### src/rtl/ccx_ic_pkg.sv
// Shared types and helpers for the core complex N-master to M-slave crossbar.
package ccx_ic_pkg;

   localparam int CCX_AW     = 39;
   localparam int CCX_DW     = 64;
   localparam int CCX_MAX_AW = 64;

   typedef enum logic {ARB_IDLE, ARB_LOCKED} arb_state_t;

   // Addresses are zero-extended to CCX_MAX_AW so one helper serves any AW.
   function automatic logic addr_match(input logic [CCX_MAX_AW-1:0] addr,
                                       input logic [CCX_MAX_AW-1:0] base,
                                       input logic [CCX_MAX_AW-1:0] mask);
      return (addr & mask) == base;
   endfunction

endpackage

### src/rtl/ccx_ic_rr_arb.sv
// Per-slave arbiter: round-robin or fixed priority, holding its winner while the slave stalls.
module ccx_ic_rr_arb
   import ccx_ic_pkg::*;
#(
   parameter int  NM     = 2,
   parameter bit  ARB_RR = 1'b1,
   localparam int PW     = (NM > 1) ? $clog2(NM) : 1
) (
   input  logic          g_clk,
   input  logic          g_resetn,
   input  logic [NM-1:0] i_req,
   input  logic          i_s_gnt,
   output logic [NM-1:0] o_winner,
   output logic [NM-1:0] o_accept,
   output logic [PW-1:0] o_ptr,
   output logic [PW-1:0] o_lock_idx,
   output logic          o_locked
);

   arb_state_t    r_state;
   logic [PW-1:0] r_ptr;
   logic [PW-1:0] r_lock_idx;

   logic [NM-1:0] w_winner;
   logic [PW-1:0] w_win_idx;
   logic [PW-1:0] w_next_ptr;
   logic          w_found;
   int            w_j;

   // A locked slave keeps its stalled master; a vanished lock holder releases the slave.
   always_comb begin
      w_winner  = '0;
      w_win_idx = '0;
      w_found   = 1'b0;
      w_j       = 0;
      if (r_state == ARB_LOCKED) begin
         if (i_req[r_lock_idx]) begin
            w_winner[r_lock_idx] = 1'b1;
            w_win_idx            = r_lock_idx;
         end
      end else begin
         for (int i = 0; i < NM; i++) begin
            w_j = ARB_RR ? int'(r_ptr) + i : i;
            if (w_j >= NM) w_j = w_j - NM;
            if (!w_found && i_req[PW'(w_j)]) begin
               w_found             = 1'b1;
               w_winner[PW'(w_j)]  = 1'b1;
               w_win_idx           = PW'(w_j);
            end
         end
      end
   end

   assign w_next_ptr = (w_win_idx == PW'(NM-1)) ? '0 : w_win_idx + 1'b1;

   always_ff @(posedge g_clk or negedge g_resetn) begin
      if (!g_resetn) begin
         r_state    <= ARB_IDLE;
         r_ptr      <= '0;
         r_lock_idx <= '0;
      end else if (|w_winner) begin
         if (i_s_gnt) begin
            r_state <= ARB_IDLE;
            if (ARB_RR) r_ptr <= w_next_ptr;
         end else begin
            r_state    <= ARB_LOCKED;
            r_lock_idx <= w_win_idx;
         end
      end else begin
         r_state <= ARB_IDLE;
      end
   end

   assign o_winner   = w_winner;
   assign o_accept   = w_winner & {NM{i_s_gnt}};
   assign o_ptr      = r_ptr;
   assign o_lock_idx = r_lock_idx;
   assign o_locked   = (r_state == ARB_LOCKED);

endmodule

### src/rtl/ccx_ic_xbar.sv
// Address-decoded NM x NS memory crossbar with per-slave arbitration and
// one-cycle response routing back to each master.
module ccx_ic_xbar
   import ccx_ic_pkg::*;
#(
   parameter int             AW     = CCX_AW,
   parameter int             DW     = CCX_DW,
   parameter int             NM     = 2,
   parameter int             NS     = 3,
   parameter logic [NS*AW-1:0] S_BASE = {39'h10000000, 39'h00010000, 39'h00000000},
   parameter logic [NS*AW-1:0] S_MASK = {~39'h0FFFFFFF, ~39'h0000FFFF, ~39'h000003FF},
   parameter bit             ARB_RR = 1'b1,
   localparam int            SW     = DW / 8,
   localparam int            PW     = (NM > 1) ? $clog2(NM) : 1,
   localparam int            SSW    = (NS > 1) ? $clog2(NS) : 1
) (
   input  logic             g_clk,
   input  logic             g_resetn,
   input  logic [NM-1:0]    m_req,
   input  logic [NM*AW-1:0] m_addr,
   input  logic [NM-1:0]    m_wen,
   input  logic [NM*SW-1:0] m_strb,
   input  logic [NM*DW-1:0] m_wdata,
   output logic [NM-1:0]    m_gnt,
   output logic [NM-1:0]    m_err,
   output logic [NM*DW-1:0] m_rdata,
   output logic [NS-1:0]    s_req,
   output logic [NS*AW-1:0] s_addr,
   output logic [NS-1:0]    s_wen,
   output logic [NS*SW-1:0] s_strb,
   output logic [NS*DW-1:0] s_wdata,
   input  logic [NS-1:0]    s_gnt,
   input  logic [NS-1:0]    s_err,
   input  logic [NS*DW-1:0] s_rdata
);

   logic [NM-1:0][SSW-1:0] w_sel;
   logic [NM-1:0]          w_dec_err;
   logic [NS-1:0][NM-1:0]  w_sreq;
   logic [NS-1:0][NM-1:0]  w_win;
   logic [NS-1:0][NM-1:0]  w_acc;
   logic [NS-1:0][PW-1:0]  w_arb_ptr;
   logic [NS-1:0][PW-1:0]  w_arb_lock;
   logic [NS-1:0]          w_arb_locked;

   logic [NM-1:0]          r_rsp_vld;
   logic [NM-1:0]          r_rsp_dec;
   logic [NM-1:0][SSW-1:0] r_rsp_sel;

   // Descending scan so the lowest matching slave index wins on overlap.
   always_comb begin
      w_sel     = '0;
      w_dec_err = '1;
      for (int m = 0; m < NM; m++) begin
         for (int s = NS-1; s >= 0; s--) begin
            if (addr_match(CCX_MAX_AW'(m_addr[m*AW +: AW]),
                           CCX_MAX_AW'(S_BASE[s*AW +: AW]),
                           CCX_MAX_AW'(S_MASK[s*AW +: AW]))) begin
               w_sel[m]     = SSW'(s);
               w_dec_err[m] = 1'b0;
            end
         end
      end
   end

   always_comb begin
      w_sreq = '0;
      for (int s = 0; s < NS; s++)
         for (int m = 0; m < NM; m++)
            w_sreq[s][m] = m_req[m] && !w_dec_err[m] && (w_sel[m] == SSW'(s));
   end

   for (genvar gs = 0; gs < NS; gs++) begin : g_arb
      ccx_ic_rr_arb #(
         .NM     (NM),
         .ARB_RR (ARB_RR)
      ) u_arb (
         .g_clk      (g_clk),
         .g_resetn   (g_resetn),
         .i_req      (w_sreq[gs]),
         .i_s_gnt    (s_gnt[gs]),
         .o_winner   (w_win[gs]),
         .o_accept   (w_acc[gs]),
         .o_ptr      (w_arb_ptr[gs]),
         .o_lock_idx (w_arb_lock[gs]),
         .o_locked   (w_arb_locked[gs])
      );
   end

   // Winners are one-hot, so an idle slave sees an all-zero payload.
   always_comb begin
      s_req   = '0;
      s_addr  = '0;
      s_wen   = '0;
      s_strb  = '0;
      s_wdata = '0;
      for (int s = 0; s < NS; s++) begin
         s_req[s] = |w_win[s];
         for (int m = 0; m < NM; m++) begin
            if (w_win[s][m]) begin
               s_addr[s*AW +: AW]  = m_addr[m*AW +: AW];
               s_wen[s]            = m_wen[m];
               s_strb[s*SW +: SW]  = m_strb[m*SW +: SW];
               s_wdata[s*DW +: DW] = m_wdata[m*DW +: DW];
            end
         end
      end
   end

   always_comb begin
      m_gnt = m_req & w_dec_err;
      for (int s = 0; s < NS; s++) m_gnt = m_gnt | w_acc[s];
   end

   always_ff @(posedge g_clk or negedge g_resetn) begin
      if (!g_resetn) begin
         r_rsp_vld <= '0;
         r_rsp_dec <= '0;
         r_rsp_sel <= '0;
      end else begin
         r_rsp_vld <= m_gnt;
         for (int m = 0; m < NM; m++) begin
            if (m_gnt[m]) begin
               r_rsp_sel[m] <= w_sel[m];
               r_rsp_dec[m] <= w_dec_err[m];
            end
         end
      end
   end

   always_comb begin
      m_rdata = '0;
      m_err   = '0;
      for (int m = 0; m < NM; m++) begin
         if (r_rsp_vld[m]) begin
            if (r_rsp_dec[m]) begin
               m_err[m] = 1'b1;
            end else begin
               m_rdata[m*DW +: DW] = s_rdata[r_rsp_sel[m]*DW +: DW];
               m_err[m]            = s_err[r_rsp_sel[m]];
            end
         end
      end
   end

endmodule

### config.mk
export PLATFORM = sky130hd
export DESIGN_NAME = ccx_ic_xbar
export DESIGN_NICKNAME = d
export VERILOG_FILES = /design/src/rtl/ccx_ic_pkg.sv /design/src/rtl/ccx_ic_rr_arb.sv /design/src/rtl/ccx_ic_xbar.sv
export SDC_FILE = /design/constraint.sdc
export NUM_CORES = 1
export LEC_CHECK = 0
export ABC_AREA = 1
export CORE_AREA = 5 5 343 345
export DETAILED_ROUTE_END_ITERATION = 8
export DIE_AREA = 0 0 348 350
export DONT_BUFFER_PORTS = 1
export SYNTH_ARGS = -nofsm -noshare
export SYNTH_HDL_FRONTEND = slang
export SYNTH_SLANG_ARGS = --single-unit
### constraint.sdc
create_clock -name g_clk -period 2.9 [get_ports g_clk]
set_input_delay 0.29 -clock g_clk [delete_from_list [all_inputs] [get_ports g_clk]]
set_output_delay 0.29 -clock g_clk [all_outputs]
set_load 0.02 [all_outputs]
; Word-level counts from Yosys, hierarchy flattened
; Index checks and enable logic that the tools add are counted.
[word_totals]
ff_bits = 17
inputBits = 426
[classes]
bitwise_logic = 13
shift = 2
mux = 138
addsub = 12
eq_ne = 8
reduce_logical = 38
n_lt_le_gt_ge = 26
[ops]
columns = cell, count
row1 = 64-bit 2-to-1 mux, 10
row2 = 192-bit by 9-bit indexed part select with 64-bit output, 2
row3 = 39-bit 2-to-1 mux, 6
row4 = 64-bit logical NOT, 2
row5 = 1-bit 2-to-1 mux, 84
row6 = 8-bit 2-to-1 mux, 6
row7 = "23-bit by 1-bit equality test with 1-bit output, second input constant", 2
row8 = 2-bit 2-to-1 mux, 21
row9 = "11-bit by 1-bit equality test with 1-bit output, second input constant", 2
row10 = 1-bit logical AND, 20
row11 = "1-bit by 3-bit less-than comparator with 1-bit output, second input constant", 6
row12 = 2-bit OR, 6
row13 = 2-bit AND reduction, 6
row14 = 1-bit demux with 1-bit select, 9
row15 = "1-bit >= comparator, second input constant", 9
row16 = 2-bit AND, 4
row17 = "1-bit by 1-bit adder with 2-bit output, second input constant", 3
row18 = "1-bit by 2-bit >= comparator with 1-bit output, second input constant", 3
row19 = "2-bit >= comparator, second input constant", 3
row20 = "1-bit by 2-bit less-than comparator with 1-bit output, second input constant", 3
row21 = "2-bit by 3-bit less-than comparator with 1-bit output, second input constant", 2
row22 = 2-bit OR reduction, 3
row23 = "1-bit subtractor, second input constant", 6
row24 = 1-bit logical NOT, 5
row25 = 6 further kinds, 14

; Logic depth before layout (Yosys ltp)
[logic_depth]
ltp_word = 19
mapped_depth = 14

; By module
; Synthesis repeated with hierarchy kept, for this count alone.
[hier_totals]
hier_cells = 1580
area_unflattened_um2 = 8026.4
[modules_own_cells]
columns = mod, cells_per_inst, n_inst, seq_area_each_um2, area_each_um2
row1 = ccx_ic_xbar, 1508, 1, 200.2, 7516.0
row2 = ccx_ic_rr_arb, 24, 3, 75.1, 170.2

; Least setup slack after synthesis
; No wires, ideal clock.
[synth_timing]
path_kind = input to output
from = in m_addr[36]
to = out s_addr[100]
path_slack_ns = 0.775
required_ns = 2.610
t_arrival_ns = 1.835
cell_stages = 12
path_buffers = 1
path_cell_list = nor2_1 nand2_1 nor2_2 nand2_1 nor2_1 nor2_1 nor2_2 nand3_2 nand2_2 inv_2 buf_2 a21oi_1
[synth_via]
elab_chain_cells = 17
word_cells_on_any_way = 31
cone_classes = eq/ne (3) / mux (21) / bitwise (1) / reduce/logical (6)
[synth_lines]
columns = element, line_no
row1 = "start, declared", ccx_ic_xbar.sv:20  ; input logic [NM*AW-1:0] m_addr,
row2 = 11-bit by 1-bit equality test with 1-bit output, ccx_ic_pkg.sv:14  ; return (addr & mask) == base;
row3 = 1-bit 2-to-1 mux (3 in series), ccx_ic_xbar.sv:56  ; if (addr_match(CCX_MAX_AW'(m_addr[m*AW +: AW]),
row4 = 1-bit logical NOT, ccx_ic_xbar.sv:70  ; w_sreq[s][m] = m_req[m] && !w_dec_err[m] && (w_sel[m] == SSW'(s));
row5 = 1-bit logical AND, ccx_ic_xbar.sv:70
row6 = 1-bit logical AND *, ccx_ic_xbar.sv:70
row7 = 1-bit 2-to-1 mux (not written as such) (2 in series), ccx_ic_rr_arb.sv:45  ; if (!w_found && i_req[PW'(w_j)]) begin
row8 = 1-bit 2-to-1 mux, ccx_ic_rr_arb.sv:45
row9 = 1-bit 2-to-1 mux, ccx_ic_rr_arb.sv:36  ; if (r_state == ARB_LOCKED) begin
row10 = 1-bit logical NOT, ccx_ic_rr_arb.sv:45
row11 = 1-bit logical AND, ccx_ic_rr_arb.sv:45
row12 = 2-bit 2-to-1 mux, ccx_ic_rr_arb.sv:45
row13 = 2-bit 2-to-1 mux *, ccx_ic_rr_arb.sv:36
row14 = 39-bit 2-to-1 mux, ccx_ic_xbar.sv:100  ; if (w_win[s][m]) begin
row15 = 39-bit 2-to-1 mux *, ccx_ic_xbar.sv:100
row16 = "end, declared", ccx_ic_xbar.sv:28  ; output logic [NS*AW-1:0] s_addr,
; Mark *: on every way between the ends. The rest lies on a longest branch, timed or not. The select of a mux whose other input is x is not followed.

; Worst setup path in the final report
[layout_timing]
from = in m_addr[71]
to = out s_addr[82]
[layout_via]
elab_chain_cells = 13
word_cells_on_any_way = 19
cone_classes = eq/ne (3) / mux (12) / reduce/logical (4)
[layout_lines]
columns = element, line_no
row1 = 11-bit by 1-bit equality test with 1-bit output, ccx_ic_pkg.sv:14
row2 = 1-bit 2-to-1 mux (3 in series), ccx_ic_xbar.sv:56
row3 = 1-bit logical NOT, ccx_ic_xbar.sv:70
row4 = 1-bit logical AND, ccx_ic_xbar.sv:70
row5 = 1-bit logical AND *, ccx_ic_xbar.sv:70
row6 = 1-bit 2-to-1 mux (not written as such) * (2 in series), ccx_ic_rr_arb.sv:37  ; if (i_req[r_lock_idx]) begin
row7 = 2-bit 2-to-1 mux *, ccx_ic_rr_arb.sv:37
row8 = 2-bit 2-to-1 mux *, ccx_ic_rr_arb.sv:36
row9 = 39-bit 2-to-1 mux, ccx_ic_xbar.sv:100
row10 = 39-bit 2-to-1 mux *, ccx_ic_xbar.sv:100
; Marked as above.

==> out/results.ini <==
[clocking]
cts_tree = built
clkSinkCount = 17
worstSkewPairLatency_ns = 0.25
cts.clk_slew.worst_paths_ns = 0.05
cts_max_path_buffers = 2
htree_levels = 1
cts-root-buf = clkbuf_16
cts_buffers = 3
postCtsSetupBuffers = 0

[yosys]
synth_top_cell_area_share = 0.192
synth_edf_count = 0
yosysMostFrequentCell = nand2_1
ys.flop_type = dfrtp_1
synthTopCellsByCount = 464 x nand2_1, 354 x a21oi_1, 264 x nor2_1
ys_top_cells_by_area = a21oi_1 19%, nand2_1 19%, nor2_1 11%
synth_top_area_cell = a21oi_1
avgSynthCellArea_um2 = 4.88
synthCells = 1894
syn_area_um2 = 9240
ys_seq_elements = 17
yosys_warnings = 0
synth_seq_area_share = 0.0461
synth-async-reset-ratio = 1.00
netlist-cell-type-count = 31

[floorplanning]
die_y_um = 350
ios = 897
dieArea_um2 = 122000
rows = 124
floorplan.initialDensity = 0.0811
coreArea_um2 = 114000
die_w_um = 348

[route]
firstDrtPassIters = 6
drc = 0
highest-signal-layer = met5
postRouteAntennaNets = 0
drt_wl_total_um = 104000
vias_per_cell = 4.20
vias = 15400
drtIter0Drc = 1754
wl_met2_um = 48500
wl_met1_um = 39400
wl_met3_um = 11600
wl_per_cell_um = 28.3

[critical_path]
arrival_ns = 2.51
worst_setup_path_end_kind = primary output
critPathLaunchType = input port
crit_type = in2out
path_max_fanout = 92
cp_top_family = simple AND/OR/NAND/NOR gates
slowest_delay_ns = 0.34
path_cells = nor2_1, nand2_1, nor2b_1, nand3_1, nor2_4, buf_12, nand2_1, a21oi_1, buf_4
cp_data_required_time_ns = 2.61
critical_path_buf_inv_count = 2
worst_path_max_delay_cell = nand2_1
cp_common_cell = nand2_1

[power]
power-per-cell-area_nw_per_um2 = 78.5
p_sw_frac = 0.440
pwr-share-seq = 0.221
total_power_mw = 1.09
peakVddDrop_v = 0.000146
p_leak_nw = 6.41
p_int_mw = 0.611
p_clk_frac = 0.261
comb_power_share = 0.518
p_sw_mw = 0.481

[grt]
overflow = 0
antenna_found_initial = 48
track_usage = 0.157
grt_pass1_vias = 14600
grt_max_degree = 104
grt_pass1_wl_um = 132000

[min_path]
hold_class = in2reg

[sta]
skew_ns = 0.00150
final.setup.tns_ns = 0
min_period_ns = 2.80
relSlewSlack = 0.335
clock.fmax_mhz = 357
drv_slew = 0
tightest_slew_ns = 0.998
hold_slack_ns = 0.0986
setup_viol = 0
hold_viol_final = 0
fin_crit_sh = 0.967
rsz0062_at_grt = false

[placed_design]
finalWeightedCongestion = 0.931
hpwl_um = 89100
io_buffers = 0

[flow_run]
maxCapViolCount = 0

[run_status]
status = complete, no violations

[final_layout]
syn2layout_area_growth_pct = 50.5
layout-drive-gt1-share = 0.227
finalNetCount = 2566

-- routing by layer --
| metal | vias up | track usage |
|---|---|---|
| li1 | 6628 | - |
| met1 | 7213 | 0.181 |
| met2 | 1289 | 0.266 |
| met3 | 272 | 0.0611 |
| met4 | 14 | 0.0516 |
| met5 | - | 0 |
-- power groups by stage --
stage / sequential [mW] / clock [mW] / combinational [mW]
final: 0.242 / 0.285 / 0.565
after global routing: 0.242 / 0.298 / 0.621
after global placement: 0.246 / 0 / 0.535
after detailed placement: 0.246 / 0 / 0.547
after floorplan: 0.245 / 0 / 0.471
after CTS: 0.242 / 0.285 / 0.555
-- final cells by class --
| cell class | count | area (um^2) |
|---|---|---|
| Fill cell | 13400 | 100000 |
| Tap cell | 1512 | 1890 |
| Clock inverter | 1 | 5.00 |
| Multi-Input combinational cell | 1538 | 7300 |
| Inverter | 164 | 623 |
| Clock buffer | 3 | 75.1 |
| Timing Repair Buffer | 416 | 3530 |
| Antenna cell | 18 | 45.0 |
| Sequential cell | 17 | 440 |
-- final timing paths --
kind | startpoint | endpoint | slack [ns] | depth (start not counted)
worst max-delay path | m_addr[71] | s_addr[82] | 0.1 | 9
worst min-delay path | s_gnt[0] | g_arb[0].u_arb.o_locked$_DFF_PN0_ | 0.1 | 1
worst max register to register | g_arb[0].u_arb.o_locked$_DFF_PN0_ | r_rsp_vld[1]$_DFF_PN0_ | 1.02 | 7
worst min register to register | g_arb[2].u_arb.o_ptr$_DFFE_PN0P_ | g_arb[2].u_arb.o_ptr$_DFFE_PN0P_ | 0.49 | 2
max in group asynchronous | g_resetn | r_rsp_sel[0]$_DFFE_PN0P_ | 1.69 | 1
min in group asynchronous | g_resetn | r_rsp_vld[1]$_DFF_PN0_ | 0.59 | 1
-- cell families (layout without fill, tap and decap cells) --
family                 count (synthesis)  in the layout  share of synthesized area
and+or+nand+nor                      846            846                      0.364
AOI/OAI and AO/OA                    631            631                      0.393
buffers and inverters                399            584                      0.197
DFF                                   17             17                     0.0461
other                                  1             79                   0.000406
-- cells in the final DEF (no fill, tap or decap), drive strengths merged --
cell type / n
nor3: 1
nand2: 469
buf: 415
dlygate4sd3: 1
o21ai: 107
nand4: 3
clkinv: 3
nand3: 99
clkbuf: 3
a31oi: 2
nand3b: 1
a22oi: 128
nor2b: 1
a21oi: 393
conb: 61
or2: 1
diode: 18
and2: 1
nor2: 269
dfrtp: 17
nor3b: 1
a21boi: 1
inv: 162
-- timing repair --
item                                    CTS  global route
gates resized for setup                   0             1
endpoints found under the hold margin    17             0
hold buffers                              1             0
endpoints found under the setup margin    0            14
-- flip-flops by register name, indices dropped and copies added, names as in the netlist --
signal / count
g_arb.u_arb.o_lock_idx: 3
g_arb.u_arb.o_ptr: 3
g_arb.u_arb.o_locked: 3
r_rsp_sel: 4
r_rsp_vld: 2
r_rsp_dec: 2
-- stage by stage --
stage                      util  setup WS, ns  cell area [um^2]  cells
after detailed placement  0.121         0.146             13800   3646
after global routing      0.122        0.0340             13900   3659
after global placement    0.121         0.158             13800   3646
after floorplan               -         0.775              9460   1954
final                     0.122        0.0954             13900   3669
after CTS                 0.122         0.128             13900   3651
-- worst reg2reg max path: stages, from the launching register on --
cell and delay [ns]:
dfrtp_1 0.38, nand2_1 0.13, nor2_4 0.09, nand2_4 0.10, buf_12 0.33, o21ai_0 0.15, nor2_1 0.26, nand2_1 0.26
Note: power is estimated with default switching activity, not from simulation.
